`src/rtl/gpio_input_capture.sv`:
```
// Board input capture: synchronises and debounces the switches and buttons. Each debounced
// button press queues {11'b0, press, switches} in a first-word-fall-through FIFO for the core.
module gpio_input_capture #(
    parameter int DEPTH     = 16,
    parameter int DB_CYCLES = 1000000
) (
    input  logic        clk,
    input  logic        n_rst,
    input  logic [15:0] SW,
    input  logic [4:0]  BTN,
    input  logic        read_req,
    output logic [31:0] read_data,
    output logic        data_valid,
    output logic [4:0]  buffer_occ,
    output logic        overflow,
    input  logic        clear_overflow
);

    localparam int CW = $clog2(DB_CYCLES + 1);
    localparam int PW = $clog2(DEPTH);

    logic [15:0]   sw_m, sw_s;
    logic [4:0]    btn_m, btn_s;
    logic [4:0]    db, db_q, press;
    logic [CW-1:0] db_cnt [5];

    logic [31:0]   mem [DEPTH];
    logic [PW-1:0] wr_ptr, rd_ptr;
    logic [4:0]    occ;
    logic          push, pop, full, push_ok, drop;
    logic [31:0]   push_word;

    always_ff @(posedge clk or negedge n_rst) begin
        if (!n_rst) begin
            sw_m  <= '0;
            sw_s  <= '0;
            btn_m <= '0;
            btn_s <= '0;
        end else begin
            sw_m  <= SW;
            sw_s  <= sw_m;
            btn_m <= BTN;
            btn_s <= btn_m;
        end
    end

    // db[i] flips once btn_s[i] has disagreed with it for DB_CYCLES consecutive clocks
    always_ff @(posedge clk or negedge n_rst) begin
        if (!n_rst) begin
            db   <= '0;
            db_q <= '0;
            for (int i = 0; i < 5; i++) db_cnt[i] <= '0;
        end else begin
            db_q <= db;
            for (int i = 0; i < 5; i++) begin
                if (btn_s[i] == db[i]) begin
                    db_cnt[i] <= '0;
                end else if (db_cnt[i] == CW'(DB_CYCLES - 1)) begin
                    db[i]     <= ~db[i];
                    db_cnt[i] <= '0;
                end else begin
                    db_cnt[i] <= db_cnt[i] + CW'(1);
                end
            end
        end
    end

    assign press     = db & ~db_q;
    assign push      = |press;
    assign push_word = {11'b0, press, sw_s};

    assign data_valid = (occ != 5'd0);
    assign full       = (occ == 5'(DEPTH));
    assign pop        = read_req & data_valid;
    // a pop in the same cycle frees the slot, so a push into a full FIFO still lands
    assign push_ok    = push & (~full | pop);
    assign drop       = push & full & ~pop;

    always_ff @(posedge clk) begin
        if (push_ok) mem[wr_ptr] <= push_word;
    end

    always_ff @(posedge clk or negedge n_rst) begin
        if (!n_rst) begin
            wr_ptr   <= '0;
            rd_ptr   <= '0;
            occ      <= '0;
            overflow <= 1'b0;
        end else begin
            if (push_ok) wr_ptr <= wr_ptr + PW'(1);
            if (pop)     rd_ptr <= rd_ptr + PW'(1);
            case ({push_ok, pop})
                2'b10:   occ <= occ + 5'd1;
                2'b01:   occ <= occ - 5'd1;
                default: occ <= occ;
            endcase
            if (drop)
                overflow <= 1'b1;
            else if (clear_overflow)
                overflow <= 1'b0;
        end
    end

    // memory is not reset, so the head is masked until something has been written
    assign read_data  = data_valid ? mem[rd_ptr] : 32'd0;
    assign buffer_occ = occ;

endmodule

```
`config.mk`:
```
export PLATFORM = sky130hd
export DESIGN_NAME = gpio_input_capture
export DESIGN_NICKNAME = d
export VERILOG_FILES = /design/src/rtl/gpio_input_capture.sv
export SDC_FILE = /design/constraint.sdc
export NUM_CORES = 1
export LEC_CHECK = 0
export ABC_AREA = 1
export BUFFER_PORTS_ARGS = -buffer_cell sky130_fd_sc_hd__buf_2
export CORE_ASPECT_RATIO = 0.75
export CORE_MARGIN = 3
export CORE_UTILIZATION = 49
export DETAILED_ROUTE_END_ITERATION = 8
export GPL_ROUTABILITY_DRIVEN = 1
export PLACE_DENSITY = 0.65
export SLEW_MARGIN = 0
export SYNTH_ARGS = -nofsm -noshare
export SYNTH_HDL_FRONTEND = slang
export SYNTH_SLANG_ARGS = --single-unit
```
`constraint.sdc`:
```
create_clock -name clk -period 7.65 [get_ports clk]
set_clock_uncertainty 0.15 [all_clocks]
set_input_delay 1.1475 -clock clk [delete_from_list [all_inputs] [get_ports clk]]
set_output_delay 1.1475 -clock clk [all_outputs]
set_load 0.005 [all_outputs]
```
Word-level counts from Yosys, hierarchy flattened
Memory sizes are Yosys's and may differ from the RTL's. Index checks and enable logic that the tools add are counted.

Memories: 1. Memory bits (writable): 336. Input port bits: 25. Register bits after elaboration: 166.

Memory list: mem (depth 16, bits a word 21, read ports 1, clocked after Yosys merged registers in 0, wr ports 1, RTL line 27) `logic [31:0] mem [DEPTH];`.

Bitwise operators: 19. Eq/ne operators: 13. Add/subtract/negate cells: 9. Reduce and logical (&&, ||, !) cells: 9. Multiplexer cells: 16.

Operators by type and width (count): 20-bit two-way mux (10); 20-bit by 1-bit adder with 20-bit output (second input constant) (5); 20-bit == test (second input constant) (5); 32-bit two-way mux (1); 1-bit inverter (12); 5-bit case mux with 2 select lines (1); 2-bit AND reduction (5); 4-bit by 1-bit adder with 4-bit output (second input constant) (2); 5-bit by 1-bit adder with 5-bit output (second input constant) (1); 5-bit AND (1); 1-bit == test (5); 5-bit == test (second input constant) (1); 5-bit inverter (1); 5-bit nonzero test (1); 5-bit OR reduction (1); 5-bit by 1-bit subtractor with 5-bit output (second input constant) (1); 1-bit AND (4); 1-bit two-way mux (4); 2-bit nonzero test (2); 2-bit by 1-bit == test with 1-bit output (second input constant) (1); 2-bit == test (second input constant) (1); 1-bit bitwise OR (1).

Longest topological paths before layout
Word-level depth: 6. Gate-level depth with buffers: 16.

Worst setup path before layout
Ideal clock, no wire load.

Path type: input to register. From: input read_req. To: memory mem[11][0] (netlist name), enable pin. Stages: 6. Path slack: 4555 ps. Data arrival time: 2546 ps. Setup time: 399 ps. Path through: nand2_2 inv_2 nor2_4 nor2_8 nand2_2 nor2_1.

Cells in the longest elaborated chain, start to end: 5.

Ends and longest elaborated chain: start, declared (RTL line 11) `input logic read_req,`; 1-bit AND (RTL line 74) `assign pop = read_req & data_valid;`; 1-bit bitwise OR (RTL line 76) `assign push_ok = push & (~full | pop);`; 1-bit AND (RTL line 76); 1-bit two-way mux (RTL line 80) `if (push_ok) mem[wr_ptr] <= push_word;`; 1-bit two-way mux (not written as such) (RTL line 80); end, declared (RTL line 27).

No other way between the ends.

Worst setup path in the final report
From: register rd_ptr[0]. To: output read_data[11].

Cells in the longest elaborated chain, start to end: 2.

Ends and longest elaborated chain: start, declared (RTL line 28) `logic [PW-1:0] wr_ptr, rd_ptr;`; start signal, assigned (RTL line 91) `if (pop) rd_ptr <= rd_ptr + PW'(1);`; memory read 16 x 21 bit; 32-bit two-way mux (RTL line 105) `assign read_data = data_valid ? mem[rd_ptr] : 32'd0;`; end, declared (RTL line 12) `output logic [31:0] read_data,`.

No other way between the ends.

==> results.json <==
{
  "status": "finished clean",
  "cts_inserted_buffers": 49,
  "overflow": 0,
  "cp-end-kind": "output pin",
  "nets": 2074,
  "synth_top_area_share_pct": 47.5,
  "r2r_slack_ns": 4.18,
  "worst_setup_path_start_kind": "flop",
  "max_freq_ghz": 0.191,
  "post_cts_resized": 0,
  "netlist_top_cells_area": "edfxtp_1 48%, dfrtp_1 20%, nand2_1 8.6%",
  "slew_headroom_pct": 28.5,
  "timing.final.crit_share_pct": 68.5,
  "synth_edf_count": 336,
  "worstMarginPinSlew_ns": 1.07,
  "worst_slack_ns": 2.41,
  "power.static_leakage_nw": 9.17,
  "holdPathStages": 0,
  "r2r-end": "mem[1][5]$_DFFE_PP_",
  "grt_max_degree": 97,
  "ys_seq_area_share_pct": 67.1,
  "postCtsHoldBufs": 0,
  "synth_warnings": 0,
  "finalHoldViolCount": 0,
  "coreArea_mm2": 0.0424,
  "postCtsSetupBuffers": 0,
  "max_stage_delay_ns": 0.84,
  "clk_pin_slew_worst_paths_ns": 0.06,
  "n_fill_cell": 3556,
  "slew_viol_final": 0,
  "grt_pass1_wl_um": 76700,
  "die_w_um": 246,
  "grt_pass1_vias": 13756,
  "via_per_inst": 5.37,
  "antenna_left": 0,
  "netlist_instances": 1979,
  "start_util_pct": 50.1,
  "synthAdderAreaFrac_pct": 0.861,
  "regArea_mm2": 0.0142,
  "worstHoldStart": "sw_m[6]$_DFF_PN0_",
  "wire_per_inst_um": 18.3,
  "crit_chain": "inv_4, buf_4, nand2_1, nand3_1, nand3_1, a21oi_1, o21a_1, buf_2",
  "muxShareOfSynthArea_pct": 0,
  "path_delay_family": "buffers and inverters",
  "yosysTopAreaCell": "edfxtp_1",
  "path_class": "flop to output pin",
  "power_frac_comb_pct": 0.9,
  "cap_viol_max_count": 0,
  "drt_iter0_markers": 1403,
  "wl_um": 48300,
  "synth_area_per_cell_um2": 10.7,
  "min_to": "sw_s[6]$_DFF_PN0_",
  "area_growth_pct": 11.2,
  "ys_types": 39,
  "n_antenna_cell": 0,
  "ys_ff_latch": 502,
  "report.power.total_mw": 5.45,
  "dp_hpwl_um": 27200,
  "clkLatencyLatePin_ns": 0.57,
  "cp_max_fo": 96,
  "synth-simple-area-share_pct": 22.3,
  "h-tree-depth": 2,
  "gp_congestion": 0.875,
  "cts_root_buf": "clkbuf_16",
  "dieArea_mm2": 0.0459,
  "synth_xor_area_share_pct": 2.15,
  "preCtsSetupSlack_ns": 3.05,
  "crit_top_cell": "nand3_1",
  "ioPinCount": 64,
  "grt_usage_pct": 21.3,
  "num_rows": 65,
  "synth_top_family_by_area": "simple AND/OR/NAND/NOR gates",
  "vias": 14197,
  "drt-pass1-iter-count": 7,
  "rr_worst_depth": 9,
  "cts_buffer_depth": 3,
  "antenna_found_initial": 0,
  "synth-compound-area-share_pct": 2.84,
  "intPower_mw": 4.36,
  "switching_share_pct": 20.0,
  "layout-drive-gt1-share_pct": 9.69,
  "netSwitchingPower_mw": 1.09,
  "arrival_ns": 3.95,
  "hold_class": "flop to flop",
  "rsz0062_at_grt": "no",
  "setup_viol": 0,
  "tns_ns": 0,
  "crit-reg2reg-launch": "buffer_occ[1]$_DFFE_PN0P_",
  "multi_input_area_mm2": 0.00605,
  "cts_tree": "built",
  "cp_slowest_cell": "inv_4",
  "io_buffers": 52,
  "irDropWorstVdd_uv": 155,
  "power.share.clock_pct": 45.1,
  "synthArstFlopShare_pct": 33.1,
  "period_minus_slack_ns": 5.24,
  "critPathBufInv": 3,
  "syn_area_mm2": 0.0212,
  "drc": 0,
  "pwr-share-seq_pct": 53.9,
  "critPathRequiredTime_ns": 6.35,
  "critical_path_depth": 8,
  "cts.sinks": 502,
  "fp.dieH_um": 186,
  "synth_ff_type": "edfxtp_1",
  "p_per_area_mw_per_mm2": 231
}
[worst max path at each step]
stage                                startpoint                   end  slack, ns
after floorplan                        read_req  mem[11][0]$_DFFE_PP_       4.56
after global placement    rd_ptr[0]$_DFFE_PN0P_         read_data[16]       3.09
after detailed placement  rd_ptr[0]$_DFFE_PN0P_         read_data[11]       3.05
after CTS                 rd_ptr[0]$_DFFE_PN0P_         read_data[11]       2.43
after global routing      rd_ptr[0]$_DFFE_PN0P_         read_data[17]       2.20
final                     rd_ptr[0]$_DFFE_PN0P_         read_data[11]       2.41
[cell families after synthesis]
family	count (synthesis)
fa+ha+maj	14
simple gates	1091
other cells	1
compound gates	109
xor+xnor	52
flops	502
buf+inv	210
[synthesized netlist by cell type, types with 3 or more instances]
| library cell | count |
|---|---|
| nand2_1 | 484 |
| edfxtp_1 | 336 |
| nand3_1 | 312 |
| nor2_1 | 197 |
| dfrtp_1 | 166 |
| inv_1 | 121 |
| a21oi_1 | 69 |
| nor3_1 | 51 |
| xor2_1 | 42 |
| buf_2 | 34 |
| o21a_1 | 21 |
| buf_4 | 17 |
| nand4_1 | 16 |
| clkbuf_1 | 14 |
| ha_1 | 13 |
| nand2_2 | 13 |
| buf_6 | 12 |
| o21ai_0 | 12 |
| xnor2_1 | 10 |
| inv_2 | 5 |
| o21ai_1 | 5 |
| buf_1 | 4 |
| nor2_4 | 3 |
| nor3_2 | 3 |
[metal layers]
| metal | wire length, um | vias up | global-route usage (%) |
|---|---|---|---|
| met3 | 3200 | 76 | 3.35 |
| li1 | - | 6801 | - |
| met2 | 22200 | 446 | 33.9 |
| met5 | 0 | - | 0 |
| met1 | 21900 | 6874 | 31.1 |
| met4 | 1050 | 0 | 5.58 |
[per-stage QoR]
stage / instance area [um^2] / hold slack, ns / utilization (%) / std cells
global placement: 21900 / 0.182 / 51.8 / 2553
global route: 23600 / 0.207 / 55.7 / 2644
floorplan: 21300 / 0.181 / - / 1989
CTS: 23600 / 0.198 / 55.7 / 2644
detailed placement: 21900 / 0.185 / 51.8 / 2553
finish: 23600 / 0.196 / 55.7 / 2644
[power by group through the flow]
stage / sequential, mW / combinational, mW / clock (mW)
floorplan: 2.98 / 0.0259 / 0
global placement: 2.99 / 0.0524 / 0
detailed placement: 3.00 / 0.0536 / 0
CTS: 2.94 / 0.0540 / 2.51
global route: 2.94 / 0.0611 / 2.62
finish: 2.94 / 0.0516 / 2.46
[cell usage in the layout (no fill, tap or decap), types with 16 or more instances in the layout]
cell       instances
nor2_2            18
dfrtp_1          163
xor2_1            42
nand4_1           16
buf_2             51
buf_4             25
a21oi_1           69
inv_1            121
clkbuf_16         49
nor3_1            51
nand2_1          484
o21a_1            21
nor2_1           181
nand3_1          312
edfxtp_1         336
[state kept, by name, indices dropped and copies added (netlist names), 4 cells and up]
register,cells
sw_s,16
mem,336
buffer_occ,5
db,5
db_q,5
sw_m,16
rd_ptr,4
btn_m,5
wr_ptr,4
db_cnt,100
btn_s,5
[cell type report]
type,count,share of cell area [%]
clock buffer,68,5.84
clock inverter,23,1.13
inverter,128,2.05
multi-input combinational,1277,25.6
sequential,502,60.4
tap,569,3.02
timing repair buffer,77,1.92
(Power assumes the default switching activity.)
